--- src/rtl/bsg_sdr_link_reset_pkg.sv ---
// Shared types and helpers for the SDR link reset sequencer: sequence states,
// the four-bit per-link reset bundle and the per-phase reset encodings.
package bsg_sdr_link_reset_pkg;

    typedef enum logic [2:0] {
        StIdle,
        StAssertAll,
        StRelUplink,
        StRelDownlink,
        StTokenPulse,
        StRelDownstream,
        StDone
    } seq_state_e;

    // Bit order matches manual_resets_i: {uplink, downlink, downstream, token}.
    typedef struct packed {
        logic uplink;
        logic downlink;
        logic downstream;
        logic token;
    } link_rst_t;

    localparam link_rst_t IdleResets = '{uplink: 1'b1, downlink: 1'b1, downstream: 1'b1,
                                         token: 1'b0};
    localparam link_rst_t ReleasedResets = '{uplink: 1'b0, downlink: 1'b0, downstream: 1'b0,
                                             token: 1'b0};

    function automatic link_rst_t phase_resets(seq_state_e st);
        link_rst_t r;
        r = IdleResets;
        unique case (st)
            StIdle:          r = IdleResets;
            StAssertAll:     r = IdleResets;
            StRelUplink:     r = '{uplink: 1'b0, downlink: 1'b1, downstream: 1'b1, token: 1'b0};
            StRelDownlink:   r = '{uplink: 1'b0, downlink: 1'b0, downstream: 1'b1, token: 1'b0};
            StTokenPulse:    r = '{uplink: 1'b0, downlink: 1'b0, downstream: 1'b1, token: 1'b1};
            StRelDownstream: r = ReleasedResets;
            StDone:          r = ReleasedResets;
            default:         r = IdleResets;
        endcase
        return r;
    endfunction

    function automatic seq_state_e next_phase(seq_state_e st);
        seq_state_e n;
        n = StIdle;
        unique case (st)
            StAssertAll:     n = StRelUplink;
            StRelUplink:     n = StRelDownlink;
            StRelDownlink:   n = StTokenPulse;
            StTokenPulse:    n = StRelDownstream;
            StRelDownstream: n = StDone;
            default:         n = StIdle;
        endcase
        return n;
    endfunction

    function automatic logic in_phase(seq_state_e st);
        return (st == StAssertAll) || (st == StRelUplink) || (st == StRelDownlink) ||
               (st == StTokenPulse) || (st == StRelDownstream);
    endfunction

endpackage

--- src/rtl/bsg_sdr_reset_phase_counter.sv ---
// Per-phase hold counter: loads a hold value, counts down while enabled and
// flags the final cycle of the phase when the count reaches one.
module bsg_sdr_reset_phase_counter #(
    parameter int unsigned width_p = 8
) (
    input  logic               clk_i,
    input  logic               reset_i,
    input  logic               load_i,
    input  logic [width_p-1:0] load_val_i,
    input  logic               en_i,
    output logic               expire_o
);

    logic [width_p-1:0] cnt_d, cnt_q;

    always_comb begin
        cnt_d = cnt_q;
        if (load_i) begin
            cnt_d = load_val_i;
        end else if (en_i && (cnt_q != '0)) begin
            cnt_d = cnt_q - width_p'(1);
        end
    end

    always_ff @(posedge clk_i) begin
        if (reset_i) begin
            cnt_q <= '0;
        end else begin
            cnt_q <= cnt_d;
        end
    end

    assign expire_o = en_i && (cnt_q == width_p'(1));

endmodule

--- src/rtl/bsg_sdr_link_reset_sequencer.sv ---
// Sequences uplink/downlink/token/downstream resets for a set of SDR links,
// with a manual override that drives the resets directly.
module bsg_sdr_link_reset_sequencer
    import bsg_sdr_link_reset_pkg::*;
#(
    parameter int unsigned num_links_p  = 3,
    parameter int unsigned hold_width_p = 8
) (
    input  logic                    clk_i,
    input  logic                    reset_i,
    input  logic                    start_i,
    input  logic [num_links_p-1:0]  link_en_i,
    input  logic [hold_width_p-1:0] hold_cycles_i,
    input  logic                    manual_i,
    input  logic [3:0]              manual_resets_i,
    output logic [num_links_p-1:0]  uplink_reset_o,
    output logic [num_links_p-1:0]  downlink_reset_o,
    output logic [num_links_p-1:0]  downstream_reset_o,
    output logic [num_links_p-1:0]  token_reset_o,
    output logic                    busy_o,
    output logic                    done_o
);

    seq_state_e              state_d, state_q;
    logic [num_links_p-1:0]  mask_d, mask_q;
    logic [hold_width_p-1:0] hold_d, hold_q;
    logic [hold_width_p-1:0] hold_eff;
    logic                    busy_d, busy_q;
    logic                    done_d, done_q;
    logic                    accept;
    logic                    cnt_load;
    logic [hold_width_p-1:0] cnt_load_val;
    logic                    cnt_en;
    logic                    cnt_expire;

    // A zero hold would never expire, so it runs as a one-cycle phase.
    assign hold_eff = (hold_cycles_i == '0) ? hold_width_p'(1) : hold_cycles_i;

    assign accept = start_i && !manual_i && ((state_q == StIdle) || (state_q == StDone));

    always_comb begin
        state_d      = state_q;
        mask_d       = mask_q;
        hold_d       = hold_q;
        cnt_load     = 1'b0;
        cnt_load_val = hold_q;
        cnt_en       = 1'b0;

        if (manual_i) begin
            state_d      = StIdle;
            cnt_load     = 1'b1;
            cnt_load_val = '0;
        end else if (accept) begin
            state_d      = StAssertAll;
            mask_d       = link_en_i;
            hold_d       = hold_eff;
            cnt_load     = 1'b1;
            cnt_load_val = hold_eff;
        end else if (in_phase(state_q)) begin
            cnt_en = 1'b1;
            if (cnt_expire) begin
                state_d = next_phase(state_q);
                // Reload for the following phase; the last phase just drains to zero.
                if (state_d != StDone) begin
                    cnt_load     = 1'b1;
                    cnt_load_val = hold_q;
                end
            end
        end

        busy_d = in_phase(state_d);
        done_d = (state_d == StDone);
    end

    always_ff @(posedge clk_i) begin
        if (reset_i) begin
            state_q <= StIdle;
            mask_q  <= '0;
            hold_q  <= '0;
            busy_q  <= 1'b0;
            done_q  <= 1'b0;
        end else begin
            state_q <= state_d;
            mask_q  <= mask_d;
            hold_q  <= hold_d;
            busy_q  <= busy_d;
            done_q  <= done_d;
        end
    end

    bsg_sdr_reset_phase_counter #(
        .width_p (hold_width_p)
    ) u_phase_counter (
        .clk_i      (clk_i),
        .reset_i    (reset_i),
        .load_i     (cnt_load),
        .load_val_i (cnt_load_val),
        .en_i       (cnt_en),
        .expire_o   (cnt_expire)
    );

    // Outputs are computed from the next state so they change on state entry.
    for (genvar i = 0; i < num_links_p; i++) begin : g_link
        link_rst_t link_d, link_q;

        always_comb begin
            link_d = IdleResets;
            if (manual_i) begin
                link_d = link_rst_t'(manual_resets_i);
            end else if (mask_d[i]) begin
                link_d = phase_resets(state_d);
            end
        end

        always_ff @(posedge clk_i) begin
            if (reset_i) begin
                link_q <= IdleResets;
            end else begin
                link_q <= link_d;
            end
        end

        assign uplink_reset_o[i]     = link_q.uplink;
        assign downlink_reset_o[i]   = link_q.downlink;
        assign downstream_reset_o[i] = link_q.downstream;
        assign token_reset_o[i]      = link_q.token;
    end

    assign busy_o = busy_q;
    assign done_o = done_q;

endmodule

--- config.mk ---
export PLATFORM = sky130hd
export DESIGN_NAME = bsg_sdr_link_reset_sequencer
export DESIGN_NICKNAME = d
export VERILOG_FILES = /design/src/rtl/bsg_sdr_link_reset_pkg.sv /design/src/rtl/bsg_sdr_reset_phase_counter.sv /design/src/rtl/bsg_sdr_link_reset_sequencer.sv
export SDC_FILE = /design/constraint.sdc
export NUM_CORES = 1
export LEC_CHECK = 0
export ABC_AREA = 1
export CAP_MARGIN = 20
export CORE_MARGIN = 8
export CORE_UTILIZATION = 55
export DETAILED_ROUTE_END_ITERATION = 12
export GPL_ROUTABILITY_DRIVEN = 0
export PLACE_DENSITY = 0.84
export SYNTH_ARGS = -nofsm -noshare
export SYNTH_HDL_FRONTEND = slang
export SYNTH_SLANG_ARGS = --single-unit
--- constraint.sdc ---
create_clock -name clk_i -period 3.95 [get_ports clk_i]
set_input_delay 1.185 -clock clk_i [delete_from_list [all_inputs] [get_ports clk_i]]
set_output_delay 1.185 -clock clk_i [all_outputs]
set_load 0.02 [all_outputs]
# After elaboration in Yosys (flattened, before gate mapping)
# Index checks and enable logic that the tools add are counted.
dict set report op_classes {
  addsub 1
  eq_ne 14
  mux 31
  n_reduce_logical 19
}
# cell count
set op_table {}
lappend op_table {{$mux 8} 5}
lappend op_table {{$mux 3} 10}
lappend op_table {{$mux 4} 6}
lappend op_table {{$eq 3x3->1 const B} 6}
lappend op_table {{$pmux 4 s4} 1}
lappend op_table {{$pmux 3 s5} 1}
lappend op_table {{$eq 3x2->1 const B} 4}
lappend op_table {{$logic_or 1x1->1} 9}
lappend op_table {{$eq 8x1->1 const B} 1}
lappend op_table {{$logic_not 8->1} 1}
lappend op_table {{$mux 1} 8}
lappend op_table {{$reduce_bool 8->1} 1}
lappend op_table {{$sub 8x1->8 const B} 1}
lappend op_table {{$eq 3x1->1 const B} 2}
lappend op_table {{$logic_and 1x1->1} 4}
lappend op_table {{$logic_not 3->1} 1}
lappend op_table {{$ne 3x3->1 const B} 1}
lappend op_table {{$reduce_bool 2->1} 1}
lappend op_table {{$reduce_or 2->1} 1}
lappend op_table {{$logic_not 1->1} 1}
dict set report word_totals {
  ff_bits 36
  inputBits 19
  output_inout_bits 14
  wordCells 83
}

# Longest topological paths before layout
# Gate-level depths: netlist of run 1.
dict set report logic_depth {
  ltp_word 22
  depth_mapped 14
  ltp_nobuf 14
}

# Modules after synthesis
# Synthesis of run 1 repeated with hierarchy kept, for this count alone.
dict set report unflattened {
  cells_unflattened 288
  area_unflattened_um2 1849.3
}
# module instances cells_each area_per_inst_um2
set modules_own_cells {}
lappend modules_own_cells {bsg_sdr_link_reset_sequencer 1 184 1218.7}
lappend modules_own_cells {bsg_sdr_reset_phase_counter 1 104 630.6}

# Least setup slack after synthesis of run 1
# Ideal clock, no wire load.
dict set report synth_path {
  path_type {input to register}
  start {input manual_i}
  end {register g_link[0].link_q (netlist bit downlink_reset_o[0])}
  setup_ns 0.122
  arrival_ns 2.079
  t_required_ns 3.828
  path_slack_ns 1.749
  path_stages 10
  n_path_buf 0
  path_cell_list {inv_1 > nand3_4 > nand2_2 > nand2_2 > nor2_4 > nand3_1 > nand3_2 > nand2_1 > nand2_1 > nand2_1}
}
dict set report synth_via {
  elab_chain_len 15
  elab_cells_between_ends 21
  classes_between {5 x eq/ne; 11 x mux; 5 x reduce/logical}
}
# item line
set synth_lines {}
lappend synth_lines {{from (decl)} bsg_sdr_link_reset_sequencer.sv:14} ;# input logic manual_i,
lappend synth_lines {{$logic_not 1->1} bsg_sdr_link_reset_sequencer.sv:39} ;# assign accept = start_i && !manual_i && ((state_q == StIdle) || (state_q == StDone));
lappend synth_lines {{$logic_and 1x1->1 (2 in series)} bsg_sdr_link_reset_sequencer.sv:39}
lappend synth_lines {{$mux 1} bsg_sdr_link_reset_sequencer.sv:53} ;# end else if (accept) begin
lappend synth_lines {{$mux 1} bsg_sdr_link_reset_sequencer.sv:49} ;# if (manual_i) begin
lappend synth_lines {{$logic_and 1x1->1} bsg_sdr_reset_phase_counter.sv:33} ;# assign expire_o = en_i && (cnt_q == width_p'(1));
lappend synth_lines {{$mux 3} bsg_sdr_link_reset_sequencer.sv:61} ;# if (cnt_expire) begin
lappend synth_lines {{$mux 3} bsg_sdr_link_reset_sequencer.sv:59} ;# end else if (in_phase(state_q)) begin
lappend synth_lines {{$mux 3} bsg_sdr_link_reset_sequencer.sv:53}
lappend synth_lines {{$mux 3} bsg_sdr_link_reset_sequencer.sv:49}
lappend synth_lines {{$eq 3x3->1} bsg_sdr_link_reset_pkg.sv:31} ;# unique case (st)
lappend synth_lines {{$reduce_or 2->1 (no source line)} -}
lappend synth_lines {{$pmux 4 s4} bsg_sdr_link_reset_pkg.sv:31}
lappend synth_lines {{$mux 4} bsg_sdr_link_reset_sequencer.sv:110} ;# end else if (mask_d[i]) begin
lappend synth_lines {{$mux 4 *} bsg_sdr_link_reset_sequencer.sv:108} ;# if (manual_i) begin
lappend synth_lines {{to (signal assigned)} bsg_sdr_link_reset_sequencer.sv:117} ;# link_q <= IdleResets;
lappend synth_lines {{to (signal assigned)} bsg_sdr_link_reset_sequencer.sv:119} ;# link_q <= link_d;
lappend synth_lines {{to (decl)} bsg_sdr_link_reset_sequencer.sv:104} ;# link_rst_t link_d, link_q;
# Mark *: on every way between the ends. The rest lies on a longest branch, timed or not.
# A chain may end at the register's enable or synchronous reset.

# Worst setup path after layout of run 1
# Same ends and word-level chain as after synthesis.

==> impl_results.md, run 1 <==
* Status: completed
* Lkg Pwr at 0.956 nW
* Area growth syn-to-layout at 25.4%
* RSZ-0062 raised after global routing: false
* Worst Path Required at 4.18 ns
* CTS resizes at 0
* Power Density at 355 nW/um^2
* Worst r2r path cells at 8
* IO buf count at 32
* Part of the power in the clock network at 32.9%
* Pwr Total at 0.780 mW
* Starting Density at 57.4%
* Final non-filler cell total at 327
* Synthesized area at 1750 sq um
* Top post-synthesis cells by count: 69 x nand2_1, 36 x dfxtp_1, 24 x nor2_1
* First drt pass iteration count at 4
* Layout net count at 303
* Max VDD drop at 240 uV
* Clk_lat worst skew at 0.34 ns
* CP max FO at 15
* Yosys warning count at 0
* HPWL Detailed at 3.05 mm
* Max_slew headroom at 63.5%
* Antenna Nets Post-Route at 0
* WHS Endpoint: hold_q[4]$_SDFFE_PP0N_
* Syn Inst Count at 246
* Via count at 1660
* Netlist cell types at 32
* Int Pwr at 0.569 mW
* Clock sink count at 36
* Die Span X at 72.5 microns
* Setup Viol. Count Final at 0
* Post-DR vias/cell at 5.08
* Critical Path End Type: register
* CP Class: in2reg
* GRT Overall Usage at 15.7%
* Number of fill cells in the layout at 258
* Final Cycle Share at 71.6%
* Logic pwr share at 17.0%
* Worst Hold Slack at 0.477 ns
* Post-Route Skew at 0.00734 ns
* Minimum clock period after layout at 2.83 ns
* Starting DRC count in detailed routing at 152
* Sequential-to-total area share from yosys stat at 41.1%
* # diodes at 0
* Layout cells sized above 1 at 13.8%
* Sw power at 0.211 mW
* Vias in the first global route at 1470
* Largest net degree at the start of global routing at 17
* Htree depth at 2
* Synth area leader: dfxtp_1
* Worst EP arrival at 3.06 ns
* Hold Vio Cnt, Final at 0
* Pins over their slew limit at 0
* First-pass GRT wire length at 6.52 mm
* Synthesized area per cell at 7.13 sq um
* Highest clock rate at 354 MHz
* Overflow after GRT at 0
* Pre-CTS WS at 0.783 ns
* Core ar. at 3050 sq um
* Postcts setup bufs at 0
* Sequential power share at 50.1%
* Initial antenna violation count at 0
* WL final at 3.92 mm
* CTS tree: yes
* Hold buffer count at CTS at 0
* Worst-path clk slew at 0.11 ns
* CTS Buf Count at 5
* Worst hold start: hold_q[4]$_SDFFE_PP0N_
* Setup ws final at 1.12 ns
* HP Class: reg2reg
* Root Driver: clkbuf_4
* Least-Margin Pin Slew at 0.546 ns
* Switching Share at 27.0%
* Critical Path Source Type: input pin
* Worst Hold Depth at 2
* Seq cells post-synth at 36
* Setup TNS at 0 ns
* Ranking of synthesized cells by area: dfxtp_1 41%, nand2_1 15%, nor2_1 5.1%
* Setup slack, reg-to-reg at 2.06 ns
* Max Cap Viol at 0
* Ports at 33
* DRC at 0
* Post-synth ARST share at 0%
* Clock Path Buffers at 2
* RR Startpoint: state_q[0]$_SDFF_PP0_
* Dpl cells at 319
* Site Rows at 20
* Predominant post-synthesis flop cell: dfxtp_1
* Wire per inst at 12.0 microns
* Top-count cell post-synth: nand2_1
* Share of the synthesized area in the top cell type at 41.1%
* EDFF count, synth at 0
* FF-to-FF End: downlink_reset_o[0]$_SDFF_PP1_
* Post-Syn Nets at 267
* DIE HEIGHT at 72.5 microns
* Die ar. at 5250 sq um
==> worst max-delay path, cell delays in order <==
cell and delay [ns]:
clkdlybuf4s50_1 0.50, inv_1 0.46, nand3_4 0.16, nand2_2 0.09, nand2_2 0.08, nor2_4 0.15, inv_1 0.10, a31oi_1 0.24
nand2_1 0.09
==> stage by stage <==
step	util, %	cell area, sq um
2_1_floorplan	-	1750
3_3_place_gp	69.4	2120
3_5_place_dp	69.4	2120
4_1_cts	72.0	2200
5_1_grt	72.0	2200
6_report	72.0	2200
==> power by group through the flow <==
stage                     logic [mW]  registers (mW)  clock network (mW)
after global routing           0.145           0.392               0.276
final                          0.132           0.391               0.257
after global placement         0.130           0.399                   0
after detailed placement       0.131           0.399                   0
after CTS                      0.133           0.390               0.262
after floorplan               0.0741           0.406                   0
==> flip-flops by register name, indices dropped and copies added (netlist names) <==
name and cells:
state_q 3, downstream_reset_o 3, mask_q 3, token_reset_o 3, done_o 1, hold_q 8, u_phase_counter.cnt_q 8, busy_o 1
uplink_reset_o 3, downlink_reset_o 3
==> worst max path at each step <==
stage,end,cells after the start,slack (ns),from
detailed placement,downlink_reset_o[0]$_SDFF_PP1_,9,0.78,manual_i
floorplan,downlink_reset_o[0]$_SDFF_PP1_,10,1.75,manual_i
CTS,uplink_reset_o[1]$_SDFF_PP1_,11,1.15,manual_i
global route,downlink_reset_o[1]$_SDFF_PP1_,9,0.94,manual_i
global placement,uplink_reset_o[1]$_SDFF_PP1_,11,0.80,manual_i
finish,downlink_reset_o[0]$_SDFF_PP1_,9,1.12,manual_i
==> routing by layer <==
metal	global-route usage, %	vias up	wire length (microns)
met4	8.44	0	74
met1	19.5	728	1760
li1	-	862	-
met5	0	-	0
met2	23.3	60	1780
met3	5.37	10	310
==> cells in the final DEF, fill, tap and decap left out, drive strengths merged <==
cell type / instances
nand2: 74
dfxtp: 36
clkdlybuf4s50: 32
inv: 32
nor2: 27
o21ai: 22
a21oi: 15
nand3: 14
clkbuf: 5
nand4: 4
or2: 3
nor3: 3
nor4: 2
xor2: 2
a31o: 2
ha: 2
and2: 1
o22ai: 1
a31oi: 1
a221oi: 1
clkinvlp: 1
bufinv: 1
clkinv: 1
buf: 1
==> final cells by class <==
| class | count | area (sq um) | area share [%] |
|---|---|---|---|
| Multi-Input combinational cell | 174 | 890 | 40.5 |
| Clock buffer | 5 | 37.5 | 1.71 |
| Timing Repair Buffer | 33 | 328 | 14.9 |
| Clock inverter | 3 | 42.5 | 1.94 |
| Tap cell | 44 | 55.1 | 2.50 |
| Inverter | 32 | 125 | 5.69 |
| Sequential cell | 36 | 721 | 32.8 |
==> cells by family (layout without fill, tap and decap cells) <==
kind of cell             after synthesis  count (layout)  share of synthesized area (%)
AND/OR/NAND/NOR                      128             128                           33.9
AO/OA/AOI/OAI                         42              42                           14.4
flip-flops                            36              36                           41.1
buffers and inverters                 36              73                           8.14
adder cells (fa/ha/maj)                2               2                           1.43
XOR/XNOR                               2               2                          0.999
Power figures use the tool's default switching activity.
==> inputs of run 2 (changes only) <==
- CORE_UTILIZATION: 55 -> 46
- PLACE_DENSITY: 0.84 -> 0.75
- clock period: 3.95 -> 2.6 ns (I/O delays scaled with it)
==> impl_results.md, run 2 (synthesis gave the netlist of run 1 again) <==
* Worst-path clk slew at 0.07 ns (-0.04 ns)
* Final Util at 61.4% (-11 points)
* GRT Overall Usage at 13.9% (-1.8 points)
* Largest net degree at the start of global routing at 22 (+5)
* Clock Path Buffers at 2 (unchanged)
* Pins over their slew limit at 0 (unchanged)
* Root Driver: clkbuf_8
* Setup Viol. Count Final at 0 (unchanged)
* Max_slew headroom at 73.5% (+10 points)
* Ports at 33 (unchanged)
* Number of fill cells in the layout at 356 (+38%)
* Lkg Pwr at 0.986 nW (+3.1%)
* RSZ-0062 raised after global routing: false
* First-pass GRT wire length at 6.98 mm (+7.1%)
* Die ar. at 6040 sq um (+15%)
* Most frequent cells in the layout: 69 x nand2_1, 36 x dfxtp_1, 32 x clkdlybuf4s50_1
* Htree depth at 2 (unchanged)
* Commonest non-fill, non-tap cell in the layout: nand2_1
* Critical Path End Type: register
* Postcts setup bufs at 0 (unchanged)
* CTS resizes at 0 (unchanged)
* DIE HEIGHT at 77.7 microns (+7.3%)
* Worst EP arrival at 2.40 ns (-0.66 ns)
* DRC at 0 (unchanged)
* Power Density at 526 nW/um^2 (+48%)
* Starting DRC count in detailed routing at 98 (-36%)
* Setup TNS at 0 ns (unchanged)
* Setup ws final at 0.371 ns (-0.751 ns)
* CTS Buf Count at 5 (unchanged)
* Least-Margin Pin Slew at 0.394 ns (-0.153 ns)
* IO buf count at 32 (unchanged)
* Die Span X at 77.7 microns (+7.3%)
* Starting Density at 47.9% (-9.5 points)
* Dpl cells at 328 (+2.8%)
* HPWL Detailed at 3.23 mm (+6.2%)
* Worst Path Required at 2.77 ns (-1.41 ns)
* Area occupied by multi-input gates at 890 sq um (unchanged)
* Max Cap Viol at 0 (unchanged)
* Final non-filler cell total at 336 (+2.8%)
* Highest clock rate at 449 MHz
* Initial antenna violation count at 0 (unchanged)
* Hold Vio Cnt, Final at 0 (unchanged)
* Final Cycle Share at 85.7%
* Antenna Nets Post-Route at 0 (unchanged)
* # diodes at 0 (unchanged)
* Overflow after GRT at 0 (unchanged)
* First drt pass iteration count at 4 (unchanged)
* CTS tree: yes
* Site Rows at 22 (+10%)
* Clk_lat worst skew at 0.28 ns (-0.06 ns)
* Wire per inst at 12.1 microns (+1.2%)
* Minimum clock period after layout at 2.23 ns
* Layout cells sized above 1 at 15.3% (+1.5 points)
* WL final at 4.07 mm (+4.0%)
* Post-Route Skew at 0.00570 ns (-0.00163 ns)
* Pwr Total at 1.18 mW (+52%)
* Critical Path Source Type: input pin
* Vias in the first global route at 1644 (+12%)
* Area growth syn-to-layout at 28.3%
* HP Class: reg2reg
* Hold buffer count at CTS at 0 (unchanged)
* Via count at 1676 (+0.96%)
* Clock sink count at 36 (unchanged)
* Pre-CTS WS at 0.0903 ns (-0.693 ns)
* CP max FO at 9 (-6)
* Max VDD drop at 375 uV (+57%)
* Post-DR vias/cell at 4.99 (-1.7%)
* Layout net count at 308 (+1.7%)
* Status: completed
* Register area at 721 sq um (unchanged)
* Core ar. at 3660 sq um (+20%)
* Biggest registers after layout: hold_q: 8 flops, u_phase_counter.cnt_q: 8 flops
* CP Class: in2reg
-- run 2: metrics by stage --
stage,cell area [sq um],hold slack [ns]
2_1_floorplan,1750,0.441
3_3_place_gp,2160,0.450
3_5_place_dp,2160,0.456
4_1_cts,2250,0.467
5_1_grt,2250,0.483
6_report,2250,0.464
-- run 2: path summary, 6_finish.rpt --
check	startpoint	to	slack (ns)	depth (start not counted)
worst max register to register	u_phase_counter.cnt_q[1]$_SDFFE_PP0P_	downlink_reset_o[2]$_SDFF_PP1_	0.85	11
worst min register to register	hold_q[4]$_SDFFE_PP0N_	hold_q[4]$_SDFFE_PP0N_	0.46	2
worst max-delay path	manual_i	downlink_reset_o[2]$_SDFF_PP1_	0.37	9
worst min-delay path	hold_q[4]$_SDFFE_PP0N_	hold_q[4]$_SDFFE_PP0N_	0.46	2
-- run 2: cell type report --
cell class | count | area share (%)
Clock buffer | 5 | 3.06
Clock inverter | 3 | 0.835
Inverter | 32 | 5.56
Multi-Input combinational cell | 174 | 39.6
Sequential cell | 36 | 32.1
Tap cell | 48 | 2.67
Timing Repair Buffer | 38 | 16.2
-- run 2: layer usage --
layer	up-vias	track usage, %	wire length (microns)
met4	0	5.47	57
met2	39	24.5	1940
met1	755	15.2	1840
met3	5	4.38	232
met5	-	0	0
li1	877	-	-
-- run 2: worst max-delay path, stage by stage --
cell and delay (ns):
clkdlybuf4s50_1 0.45, inv_1 0.30, nand3_4 0.14, nand2_2 0.08
nand2_2 0.07, nor2_4 0.15, inv_1 0.10, a31oi_1 0.23
nand2_1 0.09
-- run 2: report_power, final --
| part | switching (mW) | internal (mW) |
|---|---|---|
| clock | 0.195 | 0.186 |
| combinational | 0.118 | 0.0893 |
| sequential | 0.0134 | 0.580 |
| total | 0.327 | 0.855 |
